<file path="src/rtl/io_port_ctrl_if.sv">
// Processor-side bundle of the I/O port controller: decoder strobes, register
// data, captured switch value, stall and the LED port.
interface io_port_ctrl_if #(
  parameter int DATA_W = 8
);
  logic              read_in;
  logic              write_out;
  logic [DATA_W-1:0] reg_data;
  logic [DATA_W-1:0] in_data;
  logic              stall;
  logic [DATA_W-1:0] leds;
  logic              out_valid;

  modport master (
    output read_in,
    output write_out,
    output reg_data,
    input  in_data,
    input  stall,
    input  leds,
    input  out_valid
  );

  modport slave (
    input  read_in,
    input  write_out,
    input  reg_data,
    output in_data,
    output stall,
    output leds,
    output out_valid
  );
endinterface

</file>
<file path="src/rtl/io_port_ctrl.sv">
// Executes STIN/LOUT side effects: synchronises and debounces the board inputs,
// stalls the processor until an enter press on STIN, and drives the LED register on LOUT.
module io_port_ctrl #(
  parameter int DATA_W          = 8,
  parameter int DEBOUNCE_CYCLES = 16,
  parameter int SYNC_STAGES     = 2
) (
  input  logic              clk,
  input  logic              n_reset,
  input  logic [DATA_W-1:0] sw_data,
  input  logic              sw_enter,
  io_port_ctrl_if.slave     bus
);

  localparam int CNT_W = (DEBOUNCE_CYCLES > 2) ? $clog2(DEBOUNCE_CYCLES) : 1;
  localparam logic [CNT_W-1:0] CNT_MAX = CNT_W'(DEBOUNCE_CYCLES - 1);

  typedef enum logic [1:0] {
    IDLE,
    WAIT_PRESS,
    CAPTURED,
    WAIT_RELEASE
  } state_t;

  state_t            state;
  logic [SYNC_STAGES-1:0] enter_sync;
  logic [DATA_W-1:0] sw_sync [SYNC_STAGES];
  logic              enter_s;
  logic [DATA_W-1:0] sw_s;
  logic [CNT_W-1:0]  db_cnt;
  logic              db_level;
  logic              db_flip;
  logic              press;
  logic [DATA_W-1:0] in_data_q;
  logic [DATA_W-1:0] leds_q;
  logic              out_valid_q;

  always_ff @(posedge clk or negedge n_reset) begin
    if (!n_reset) begin
      enter_sync <= '0;
      for (int i = 0; i < SYNC_STAGES; i++) begin
        sw_sync[i] <= '0;
      end
    end else begin
      enter_sync <= {enter_sync[SYNC_STAGES-2:0], sw_enter};
      sw_sync[0] <= sw_data;
      for (int i = 1; i < SYNC_STAGES; i++) begin
        sw_sync[i] <= sw_sync[i-1];
      end
    end
  end

  assign enter_s = enter_sync[SYNC_STAGES-1];
  assign sw_s    = sw_sync[SYNC_STAGES-1];

  // press is taken from the flip condition itself so the FSM sees it on the
  // same edge the debounced level changes, keeping latency at SYNC+DEBOUNCE.
  assign db_flip = (enter_s != db_level) && (db_cnt == CNT_MAX);
  assign press   = db_flip && enter_s;

  always_ff @(posedge clk or negedge n_reset) begin
    if (!n_reset) begin
      db_cnt   <= '0;
      db_level <= 1'b0;
    end else if (enter_s == db_level) begin
      db_cnt <= '0;
    end else if (db_flip) begin
      db_level <= enter_s;
      db_cnt   <= '0;
    end else begin
      db_cnt <= db_cnt + 1'b1;
    end
  end

  always_ff @(posedge clk or negedge n_reset) begin
    if (!n_reset) begin
      state       <= IDLE;
      in_data_q   <= '0;
      leds_q      <= '0;
      out_valid_q <= 1'b0;
    end else begin
      out_valid_q <= 1'b0;
      if (bus.write_out && !bus.read_in) begin
        leds_q      <= bus.reg_data;
        out_valid_q <= 1'b1;
      end
      case (state)
        IDLE: begin
          if (bus.read_in) begin
            state <= WAIT_PRESS;
          end
        end
        WAIT_PRESS: begin
          if (!bus.read_in) begin
            state <= IDLE;
          end else if (press) begin
            in_data_q <= sw_s;
            state     <= CAPTURED;
          end
        end
        CAPTURED: begin
          state <= db_level ? WAIT_RELEASE : IDLE;
        end
        WAIT_RELEASE: begin
          if (!db_level) begin
            state <= bus.read_in ? WAIT_PRESS : IDLE;
          end
        end
        default: state <= IDLE;
      endcase
    end
  end

  assign bus.stall     = n_reset && bus.read_in && (state != CAPTURED);
  assign bus.in_data   = in_data_q;
  assign bus.leds      = leds_q;
  assign bus.out_valid = out_valid_q;

  // The decoder must never issue STIN and LOUT together; STIN wins in hardware.
  assert property (@(posedge clk) disable iff (!n_reset) !(bus.read_in && bus.write_out));

endmodule

</file>
<file path="src/flat_wrapper.sv">
// flat-port wrapper written by rule: the top's interface ports become plain ports
module io_port_ctrl_flat 
#(
  parameter int DATA_W          = 8,
  parameter int DEBOUNCE_CYCLES = 16,
  parameter int SYNC_STAGES     = 2
)
  (clk, n_reset, sw_data, sw_enter, bus_read_in, bus_write_out, bus_reg_data, bus_in_data, bus_stall, bus_leds, bus_out_valid);
  io_port_ctrl_if #(.DATA_W(DATA_W)) bus_i ();
  input  logic clk;
  input  logic n_reset;
  input  logic [DATA_W-1:0] sw_data;
  input  logic sw_enter;
  input wire logic [$bits(bus_i.read_in)-1:0] bus_read_in;
  input wire logic [$bits(bus_i.write_out)-1:0] bus_write_out;
  input wire logic [$bits(bus_i.reg_data)-1:0] bus_reg_data;
  output wire logic [$bits(bus_i.in_data)-1:0] bus_in_data;
  output wire logic [$bits(bus_i.stall)-1:0] bus_stall;
  output wire logic [$bits(bus_i.leds)-1:0] bus_leds;
  output wire logic [$bits(bus_i.out_valid)-1:0] bus_out_valid;
  assign bus_i.read_in = bus_read_in;
  assign bus_i.write_out = bus_write_out;
  assign bus_i.reg_data = bus_reg_data;
  assign bus_in_data = bus_i.in_data;
  assign bus_stall = bus_i.stall;
  assign bus_leds = bus_i.leds;
  assign bus_out_valid = bus_i.out_valid;
  io_port_ctrl #(.DATA_W(DATA_W), .DEBOUNCE_CYCLES(DEBOUNCE_CYCLES), .SYNC_STAGES(SYNC_STAGES)) u_core (.clk(clk), .n_reset(n_reset), .sw_data(sw_data), .sw_enter(sw_enter), .bus(bus_i));
endmodule
</file>
<file path="config.mk">
export PLATFORM = sky130hd
export DESIGN_NAME = io_port_ctrl_flat
export DESIGN_NICKNAME = d
export VERILOG_FILES = /design/src/rtl/io_port_ctrl_if.sv /design/src/rtl/io_port_ctrl.sv /design/src/flat_wrapper.sv
export SDC_FILE = /design/constraint.sdc
export NUM_CORES = 1
export LEC_CHECK = 0
export BUFFER_PORTS_ARGS = -buffer_cell sky130_fd_sc_hd__buf_4
export CORE_ASPECT_RATIO = 1.75
export CORE_UTILIZATION = 50
export CTS_CLUSTER_DIAMETER = 60
export DETAILED_ROUTE_END_ITERATION = 8
export PLACE_DENSITY = 0.77
export SLEW_MARGIN = 15
export SYNTH_ARGS = -nofsm -noshare
export SYNTH_HDL_FRONTEND = slang
export SYNTH_SLANG_ARGS = --single-unit
</file>
<file path="constraint.sdc">
create_clock -name clk -period 2.4 [get_ports clk]
set_clock_uncertainty 0.1 [all_clocks]
set_input_delay 0.36 -clock clk [delete_from_list [all_inputs] [get_ports clk]]
set_output_delay 0.36 -clock clk [all_outputs]
set_load 0.05 [all_outputs]
</file>
==> run summary, run 1 <==
Placed instance area - 1760 sq um
Routability cong. - 0.719
Max-cap viol count - 0
Diode count - 0
Setup TNS - 0 ns
Max H-tree Level - 2
Dominant cell type by area after synthesis - dfrtp_1
Top Ports - 39
Final Max Tran Viols - 0
Vias in the first global route - 935
CTS root buf - clkbuf_8
Synth area leaders - dfrtp_1 73%, mux2_4 8.3%, mux2_1 7.0%, nor4bb_4 1.7%, xnor2_1 1.2%
Reg clk slew, reported paths - 0.08 ns
Area grow syn2layout - 28.7%
Maximum VDD drop - 0.855 mV
Setup violations, final - 0
CTS tree - yes
Die X - 42.6 um
IO buf count - 38
Average via count per standard cell - 5.18
Crit path kind - flip-flop to flip-flop
Worst EP arrival - 2.02 ns
Latest clock arrival within the worst-skew pair - 0.29 ns
Core footprint - 2720 sq um
Number of synthesized register bits - 42
Row count - 25
CTS buffer count - 5
Total routed wirelength - 2460 um
CTS Sinks - 42
Ys Warns - 0
Wire per inst - 15.8 um
CP endpoint kind - flip-flop
R2R depth - 4
Max Root-Sink Buffers - 2
Die Y - 73.0 um
Worst slew margin - 64.6%
Type of origin of the critical path - flip-flop
Syn nets - 105
Most frequent cells in the layout - 42 x dfrtp_1, 40 x buf_4, 9 x mux2_1
Post-synthesis average cell area - 17.3 sq um
Pin count of the biggest net entering global routing - 43
Starting density of the core - 52.9%
Highest Clock Rate - 0.517 GHz
Die ar. - 3100 sq um
Finished Cell Area - 1850 sq um
CP top delay family - simple AND/OR/NAND/NOR gates
Post-CTS Setup Inserts - 0
Worst min path class - input pin to async pin
Grt ovf - 0
# DRC - 0
Fraction of layout cells with a size suffix above 1 - 44.2%
Register area share after synthesis - 73.0%
Leakage power - 0.918 nW
Post-route ant nets - 0
Final min period - 1.94 ns
Cells after synthesis - 83
Cts-stage hold buffer count - 0
Worst-path maximum fanout - 9
RSZ-0062 raised after global routing - false
Total power - 0.00142 W
Iteration-0 DRC Markers - 6
Fill cell count - 195
Critical path depth - 4
Global-route wire length before repair - 4110 um
Critical path's slowest cell - and3_1
Crit-path max cell delay - 0.52 ns
Top cell type's share of synthesized area - 73.0%
Endpoints failing hold - 0
Initial antenna violation count - 0
Crit-path cells - ha_1 -> and3_1 -> and3_1 -> mux2_4
Worst Tran Pin Value - 0.531 ns
Post-CTS Resized - 0
Post-Syn Area - 1440 sq um
Most used cell, CP - and3_1
CP Buf/Inv Count - 0
Final net count - 150
Status - complete, no violations
Fin crit share - 80.6%
Fin Hold WS - 0.0363 ns
Overall Global Routing Usage - 18.5%
Power Density - 769 nW/um^2
Most common cell after layout, fill and taps aside - dfrtp_1
DR vias - 808
Drt first pass iters - 2
Required @ worst endpoint - 2.48 ns
Yosys cell types - 19
==> through the flow <==
step / worst slack (ns) / cells / util (%)
after floorplan: 0.751 / 83 / -
after global placement: 0.564 / 148 / 64.6
after detailed placement: 0.471 / 148 / 64.6
after CTS: 0.461 / 156 / 68.0
after global routing: 0.351 / 156 / 68.0
final: 0.465 / 156 / 68.0
==> where the power goes <==
part | leakage, nW | switching (W) | internal [W] | total [W]
combinational | 0.350 | 0.000120 | 0.0000707 | 0.000191
clock | 0.0472 | 0.000232 | 0.000231 | 0.000463
sequential | 0.521 | 0.0000210 | 0.000748 | 0.000769
total | 0.918 | 0.000373 | 0.00105 | 0.00142
==> metal layers <==
layer	track usage [%]	routed length, um	vias to the layer above
met4	10.1	62	0
met1	19.5	913	399
met5	0	0	-
met3	7.18	135	9
li1	-	-	364
met2	31.3	1350	36
==> layout make-up <==
type / instances / area, sq um / share of cell area [%]
Timing Repair Buffer: 40 / 300 / 16.2
Multi-Input combinational cell: 36 / 360 / 19.5
Clock inverter: 2 / 12.5 / 0.676
Tap cell: 27 / 33.8 / 1.82
Sequential cell: 42 / 1050 / 56.8
Clock buffer: 6 / 82.6 / 4.46
Inverter: 3 / 11.3 / 0.608
==> registers in the layout (all words and copies together), names as in the netlist <==
signal / count
u_core.enter_sync: 2
u_core.state: 2
u_core.db_level: 1
u_core.bus.out_valid: 1
u_core.bus.leds: 8
u_core.sw_sync: 8
u_core.db_cnt: 4
u_core.sw_s: 8
u_core.bus.in_data: 8
==> synth_stat cells <==
library cell and number:
nor3_1 1, dfrtp_1 42, nor2b_1 2, nor4bb_4 1
and3_1 2, a22oi_1 1, nor2_1 2, a21oi_1 2
buf_6 1, mux2_1 9, inv_1 3, nand4b_1 1
nand2b_1 1, nand2_1 1, xnor2_1 2, mux2_4 8
ha_1 1, buf_2 1, o21ai_0 2
==> worst paths after layout <==
check,end,slack [ns],start
setup reg to reg,u_core.bus.in_data[4]$_DFFE_PN0P_,0.46,u_core.db_cnt[0]$_DFF_PN0_
hold / removal,u_core.sw_s[0]$_DFF_PN0_,0.04,n_reset
min in group clk,u_core.sw_sync[10]$_DFF_PN0_,0.07,sw_data[2]
max in group asynchronous,u_core.state[1]$_DFFE_PN0P_,1.82,n_reset
setup / recovery,u_core.bus.in_data[4]$_DFFE_PN0P_,0.46,u_core.db_cnt[0]$_DFF_PN0_
hold reg to reg,u_core.sw_s[7]$_DFF_PN0_,0.25,u_core.sw_sync[15]$_DFF_PN0_
==> cells by family (layout without fill, tap and decap cells) <==
group                    Yosys count  count (layout)  share of synthesized area, %
flip-flops                        42              42                          73.0
adder cells (fa/ha/maj)            1               1                         0.869
multiplexers                      17              17                          15.4
buffers and inverters              5              51                          1.91
XOR/XNOR                           2               2                          1.22
AND/OR/NAND/NOR                   11              11                          5.65
AO/OA/AOI/OAI                      5               5                          1.91
No activity file was read; power rests on OpenSTA's default activity.
==> run 2: changes to the inputs <==
==> constraint.sdc (replaced) <==
create_clock -name clk -period 1.81 [get_ports clk]
set_clock_uncertainty 0.1 [all_clocks]
set_input_delay 0.2715 -clock clk [delete_from_list [all_inputs] [get_ports clk]]
set_output_delay 0.2715 -clock clk [all_outputs]
set_load 0.05 [all_outputs]
==> run summary, run 2 (synthesized netlist as in run 1, its figures left out) <==
Max Root-Sink Buffers - 2 (unchanged)
RSZ-0062 raised after global routing - false
Diode count - 0 (unchanged)
Reg clk slew, reported paths - 0.08 ns (about the same)
Status - complete, no violations
DP HPWL - 1750 um
Overall Global Routing Usage - 18.6% (+0.12 points)
Die X - 42.6 um (unchanged)
Most frequent cells in the layout - 42 x dfrtp_1, 41 x buf_4, 10 x dlygate4sd3_1
Total routed wirelength - 2470 um (+0.45%)
Die ar. - 3100 sq um (unchanged)
Sw Ratio - 25.9% (-0.37 points)
Crit-path max cell delay - 0.40 ns (-0.12 ns)
Setup violations, final - 0 (unchanged)
Finished Cell Area - 1960 sq um (+5.9%)
Top Ports - 39 (unchanged)
Placed instance area - 1760 sq um (+0.43%)
Grt ovf - 0 (unchanged)
Pin count of the biggest net entering global routing - 43 (unchanged)
Worst min path class - input pin to flip-flop
Combinational share of power - 14.3% (+0.9 points)
Max-cap viol count - 0 (unchanged)
Average via count per standard cell - 5.03 (-2.9%)
IO buf count - 38 (unchanged)
Final net count - 161 (+7.3%)
CTS Sinks - 42 (unchanged)
Starting density of the core - 52.9% (unchanged)
Power Density - 973 nW/um^2 (+27%)
Required @ worst endpoint - 1.88 ns (-0.60 ns)
Leakage power - 0.967 nW (+5.3%)
Fin crit share - 94.1% (+13 points)
Row count - 25 (unchanged)
Sequential power share - 53.4% (-0.6 points)
Maximum VDD drop - 0.766 mV (-10%)
Worst EP arrival - 1.78 ns (-0.24 ns)
Clock share of power - 32.4% (-0.2 points)
Highest Clock Rate - 0.587 GHz (+14%)
Worst-path maximum fanout - 9 (unchanged)
# DRC - 0 (unchanged)
Global-route wire length before repair - 4080 um (-0.85%)
Core footprint - 2720 sq um (unchanged)
Setup TNS - 0 ns (unchanged)
Critical path's slowest cell - dfrtp_1
CTS tree - yes
Final min period - 1.70 ns (-0.232 ns)
P_int - 0.00141 W (+35%)
Crit-path cells - ha_1 -> and3_1 -> and3_2 -> mux2_4
Fill cell count - 179 (-8.2%)
Worst slew margin - 66.4% (+1.8 points)
Most common cell after layout, fill and taps aside - dfrtp_1
CTS buffer count - 5 (unchanged)
Latest clock arrival within the worst-skew pair - 0.28 ns (about the same)
Drt first pass iters - 4 (+2)
Final Max Tran Viols - 0 (unchanged)
Net switching power - 0.000494 W (+32%)
Post-route ant nets - 0 (unchanged)
CP top delay family - simple AND/OR/NAND/NOR gates
Crit path kind - flip-flop to flip-flop
Routability cong. - 0.675 (-6.2%)
Iteration-0 DRC Markers - 11 (+5)
Initial antenna violation count - 0 (unchanged)
Type of origin of the critical path - flip-flop
CTS root buf - clkbuf_8
Fraction of layout cells with a size suffix above 1 - 41.4% (-2.8 points)
Area grow syn2layout - 36.3%
CP endpoint kind - flip-flop
Endpoints failing hold - 0 (unchanged)
Vias in the first global route - 908 (-2.9%)
Non-filler cells, final - 167 (+7.1%)
Wire per inst - 14.8 um (-6.2%)
Worst Tran Pin Value - 0.504 ns (-0.0268 ns)
CP Buf/Inv Count - 0 (unchanged)
Die Y - 73.0 um (unchanged)
Max H-tree Level - 2 (unchanged)
DR vias - 840 (+4.0%)
Dpl cells - 149 (+0.68%)
## run 2: what timing repair did
action                                  4_1_cts  5_1_grt
endpoints found under the setup margin        8        0
resized for setup                             1        0
hold buffers                                 10        0
setup buffers                                 0        0
endpoints found under the hold margin        51        0
## run 2: path summary, 6_finish.rpt
path,start,to,slack [ns],depth (start not counted)
min in group asynchronous,n_reset,u_core.bus.out_valid$_DFF_PN0_,0.50,3
max in group asynchronous,n_reset,u_core.bus.in_data[2]$_DFFE_PN0P_,0.77,3
hold reg to reg,u_core.sw_sync[12]$_DFF_PN0_,u_core.sw_s[4]$_DFF_PN0_,0.25,0
setup / recovery,u_core.db_cnt[0]$_DFF_PN0_,u_core.bus.in_data[7]$_DFFE_PN0P_,0.11,4
hold / removal,bus_reg_data[1],u_core.bus.leds[1]$_DFFE_PN0P_,0.10,2
setup reg to reg,u_core.db_cnt[0]$_DFF_PN0_,u_core.bus.in_data[7]$_DFFE_PN0P_,0.11,4
## run 2: area by class of cell
class                   count  area (sq um)  share of cell area, %
flip-flops and latches     42          1050                   53.6
clock inverters             1          8.76                  0.447
multi-input cells          36           362                   18.4
clock buffers               7          86.3                   4.40
inverters                   3          11.3                  0.574
well taps                  27          33.8                   1.72
repair buffers             51           408                   20.8
## run 2: layer usage
metal / part of all wire, % / wire (um) / track usage (%) / up-vias
met3: 5.9 / 145 / 4.46 / 4
li1: - / - / - / 389
met5: 0 / 0 / 0 / -
met2: 53 / 1320 / 32.5 / 32
met4: 2.4 / 60 / 11.5 / 0
met1: 38 / 946 / 19.9 / 415
## run 2: through the flow
step	setup slack, ns	utilization, %	total power (W)	hold WS [ns]
4_1_cts	0.0989	72.0	0.00193	0.0914
3_3_place_gp	0.0385	64.8	0.00128	0.231
2_1_floorplan	0.197	-	0.00117	-0.124
3_5_place_dp	-0.0268	64.8	0.00129	0.236
6_report	0.106	72.0	0.00191	0.102
5_1_grt	0.0537	72.0	0.00198	0.0898
## run 2: power by group through the flow
| stage | logic, W | registers (W) | clock network [W] |
|---|---|---|---|
| final | 0.000272 | 0.00102 | 0.000618 |
| after global placement | 0.000249 | 0.00103 | 0 |
| after floorplan | 0.0000444 | 0.00113 | 0 |
| after global routing | 0.000287 | 0.00102 | 0.000673 |
| after CTS | 0.000274 | 0.00102 | 0.000634 |
| after detailed placement | 0.000257 | 0.00104 | 0 |
==> run 3: changes to the inputs <==
--- a/config.mk
+++ b/config.mk
@@ -10,7 +10,7 @@
 export CORE_UTILIZATION = 50
 export CTS_CLUSTER_DIAMETER = 60
 export DETAILED_ROUTE_END_ITERATION = 8
-export PLACE_DENSITY = 0.77
+export PLACE_DENSITY = 0.83
 export SLEW_MARGIN = 15
 export SYNTH_ARGS = -nofsm -noshare
 export SYNTH_HDL_FRONTEND = slang
==> run summary, run 3 (synthesized netlist as in run 1, its figures left out) <==
Final min period - 1.70 ns (-0.00111 ns)
Non-filler cells, final - 167 (unchanged)
Type of origin of the critical path - flip-flop
Most common cell after layout, fill and taps aside - dfrtp_1
Required @ worst endpoint - 1.89 ns (about the same)
Row count - 25 (unchanged)
Fill cell count - 180 (+0.56%)
Core footprint - 2720 sq um (unchanged)
Total power - 0.00190 W (-0.36%)
Routability cong. - 0.650 (-3.6%)
Endpoints failing hold - 0 (unchanged)
Die Y - 73.0 um (unchanged)
Die ar. - 3100 sq um (unchanged)
Drt first pass iters - 4 (unchanged)
Post-route ant nets - 0 (unchanged)
Starting density of the core - 52.9% (unchanged)
CP endpoint kind - flip-flop
IO buf count - 38 (unchanged)
Post-CTS Setup Inserts - 0 (unchanged)
Crit path kind - flip-flop to flip-flop
Worst slew margin - 66.4% (about the same)
Worst-path maximum fanout - 9 (unchanged)
Worst EP arrival - 1.78 ns (about the same)
Setup TNS - 0 ns (unchanged)
CTS buffer count - 5 (unchanged)
Worst Tran Pin Value - 0.504 ns (-0.000683 ns)
Area taken by multi-input logic gates - 362 sq um (unchanged)
Maximum VDD drop - 0.648 mV (-15%)
Fin crit share - 94.1% (about the same)
Diode count - 0 (unchanged)
Latest clock arrival within the worst-skew pair - 0.29 ns (about the same)
CP top delay family - simple AND/OR/NAND/NOR gates
Register area - 1050 sq um (unchanged)
Die X - 42.6 um (unchanged)
Critical path's slowest cell - dfrtp_1
Global-route wire length before repair - 4530 um (+11%)
Final Max Tran Viols - 0 (unchanged)
RSZ-0062 raised after global routing - false
# DRC - 0 (unchanged)
Final net count - 161 (unchanged)
Top Ports - 39 (unchanged)
CP Buf/Inv Count - 0 (unchanged)
Total routed wirelength - 2730 um (+10%)
DR vias - 853 (+1.5%)
Crit-path max cell delay - 0.40 ns (about the same)
Max Root-Sink Buffers - 2 (unchanged)
Most frequent cells in the layout - 42 x dfrtp_1, 41 x buf_4, 10 x dlygate4sd3_1
Worst min path class - input pin to flip-flop
Reg clk slew, reported paths - 0.09 ns (about the same)
CTS Sinks - 42 (unchanged)
Status - complete, no violations
Post-Route Utilization - 71.9% (-0.18 points)
Leakage power - 0.962 nW (-0.49%)
Post-Place Worst Slack - -0.0422 ns (-0.0154 ns)
Highest Clock Rate - 0.587 GHz (about the same)
Average via count per standard cell - 5.11 (+1.5%)
Area grow syn2layout - 35.9%
Max H-tree Level - 2 (unchanged)
CTS tree - yes
CTS root buf - clkbuf_8
Crit-path cells - ha_1 -> and3_1 -> and3_2 -> mux2_4
Final WS setup - 0.107 ns (+0.00111 ns)
Pin count of the biggest net entering global routing - 43 (unchanged)
Fraction of layout cells with a size suffix above 1 - 42.1% (+0.71 points)
Setup violations, final - 0 (unchanged)
Dpl cells - 149 (unchanged)
Wire per inst - 16.3 um (+10%)
Iteration-0 DRC Markers - 6 (-5)
DP HPWL - 1790 um (+2.1%)
Initial antenna violation count - 0 (unchanged)
Max-cap viol count - 0 (unchanged)
Power Density - 972 nW/um^2 (-0.10%)
Grt ovf - 0 (unchanged)
Overall Global Routing Usage - 20.9% (+2.3 points)
Vias in the first global route - 1007 (+11%)
## run 3: per-layer routing
layer | global-route usage (%) | vias to the layer above | routed length, um
met2 | 37.3 | 32 | 1530
li1 | - | 391 | -
met5 | 0 | - | 0
met1 | 20.7 | 423 | 978
met3 | 5.45 | 7 | 146
met4 | 13.9 | 0 | 78
## run 3: final timing paths
path	start	end	slack [ns]	cells past startpoint
worst min register to register	u_core.sw_sync[13]$_DFF_PN0_	u_core.sw_s[5]$_DFF_PN0_	0.25	0
worst max-delay path	u_core.db_cnt[0]$_DFF_PN0_	u_core.bus.in_data[5]$_DFFE_PN0P_	0.11	4
worst max register to register	u_core.db_cnt[0]$_DFF_PN0_	u_core.bus.in_data[5]$_DFFE_PN0P_	0.11	4
min in group asynchronous	n_reset	u_core.bus.leds[7]$_DFFE_PN0P_	0.47	3
max in group asynchronous	n_reset	u_core.bus.in_data[4]$_DFFE_PN0P_	0.78	3
worst min-delay path	bus_reg_data[6]	u_core.bus.leds[6]$_DFFE_PN0P_	0.09	2
## run 3: power by group
group / switching [W] / total [W] / internal [W]
combinational: 0.000165 / 0.000273 / 0.000108
sequential: 0.0000294 / 0.00102 / 0.000992
clock: 0.000336 / 0.000607 / 0.000271
total: 0.000531 / 0.00190 / 0.00137
## run 3: timing repair
item | CTS | global route
resized for setup | 1 | 0
hold buffers | 10 | 0
hold endpoints to repair | 51 | 0
setup endpoints to repair | 8 | 0
## run 3: area by class of cell
cell class | count | area share (%)
clock buffer | 5 | 3.52
clock inverter | 3 | 1.09
inverter | 3 | 0.576
multi-input combinational | 36 | 18.5
sequential | 42 | 53.7
tap | 27 | 1.73
timing repair buffer | 51 | 20.9
## run 3: per-stage QoR
stage / hold WS (ns) / instance area, sq um
2_1_floorplan: -0.124 / 1440
3_3_place_gp: 0.232 / 1760
3_5_place_dp: 0.236 / 1760
4_1_cts: 0.0869 / 1960
5_1_grt: 0.0826 / 1960
6_report: 0.0906 / 1960
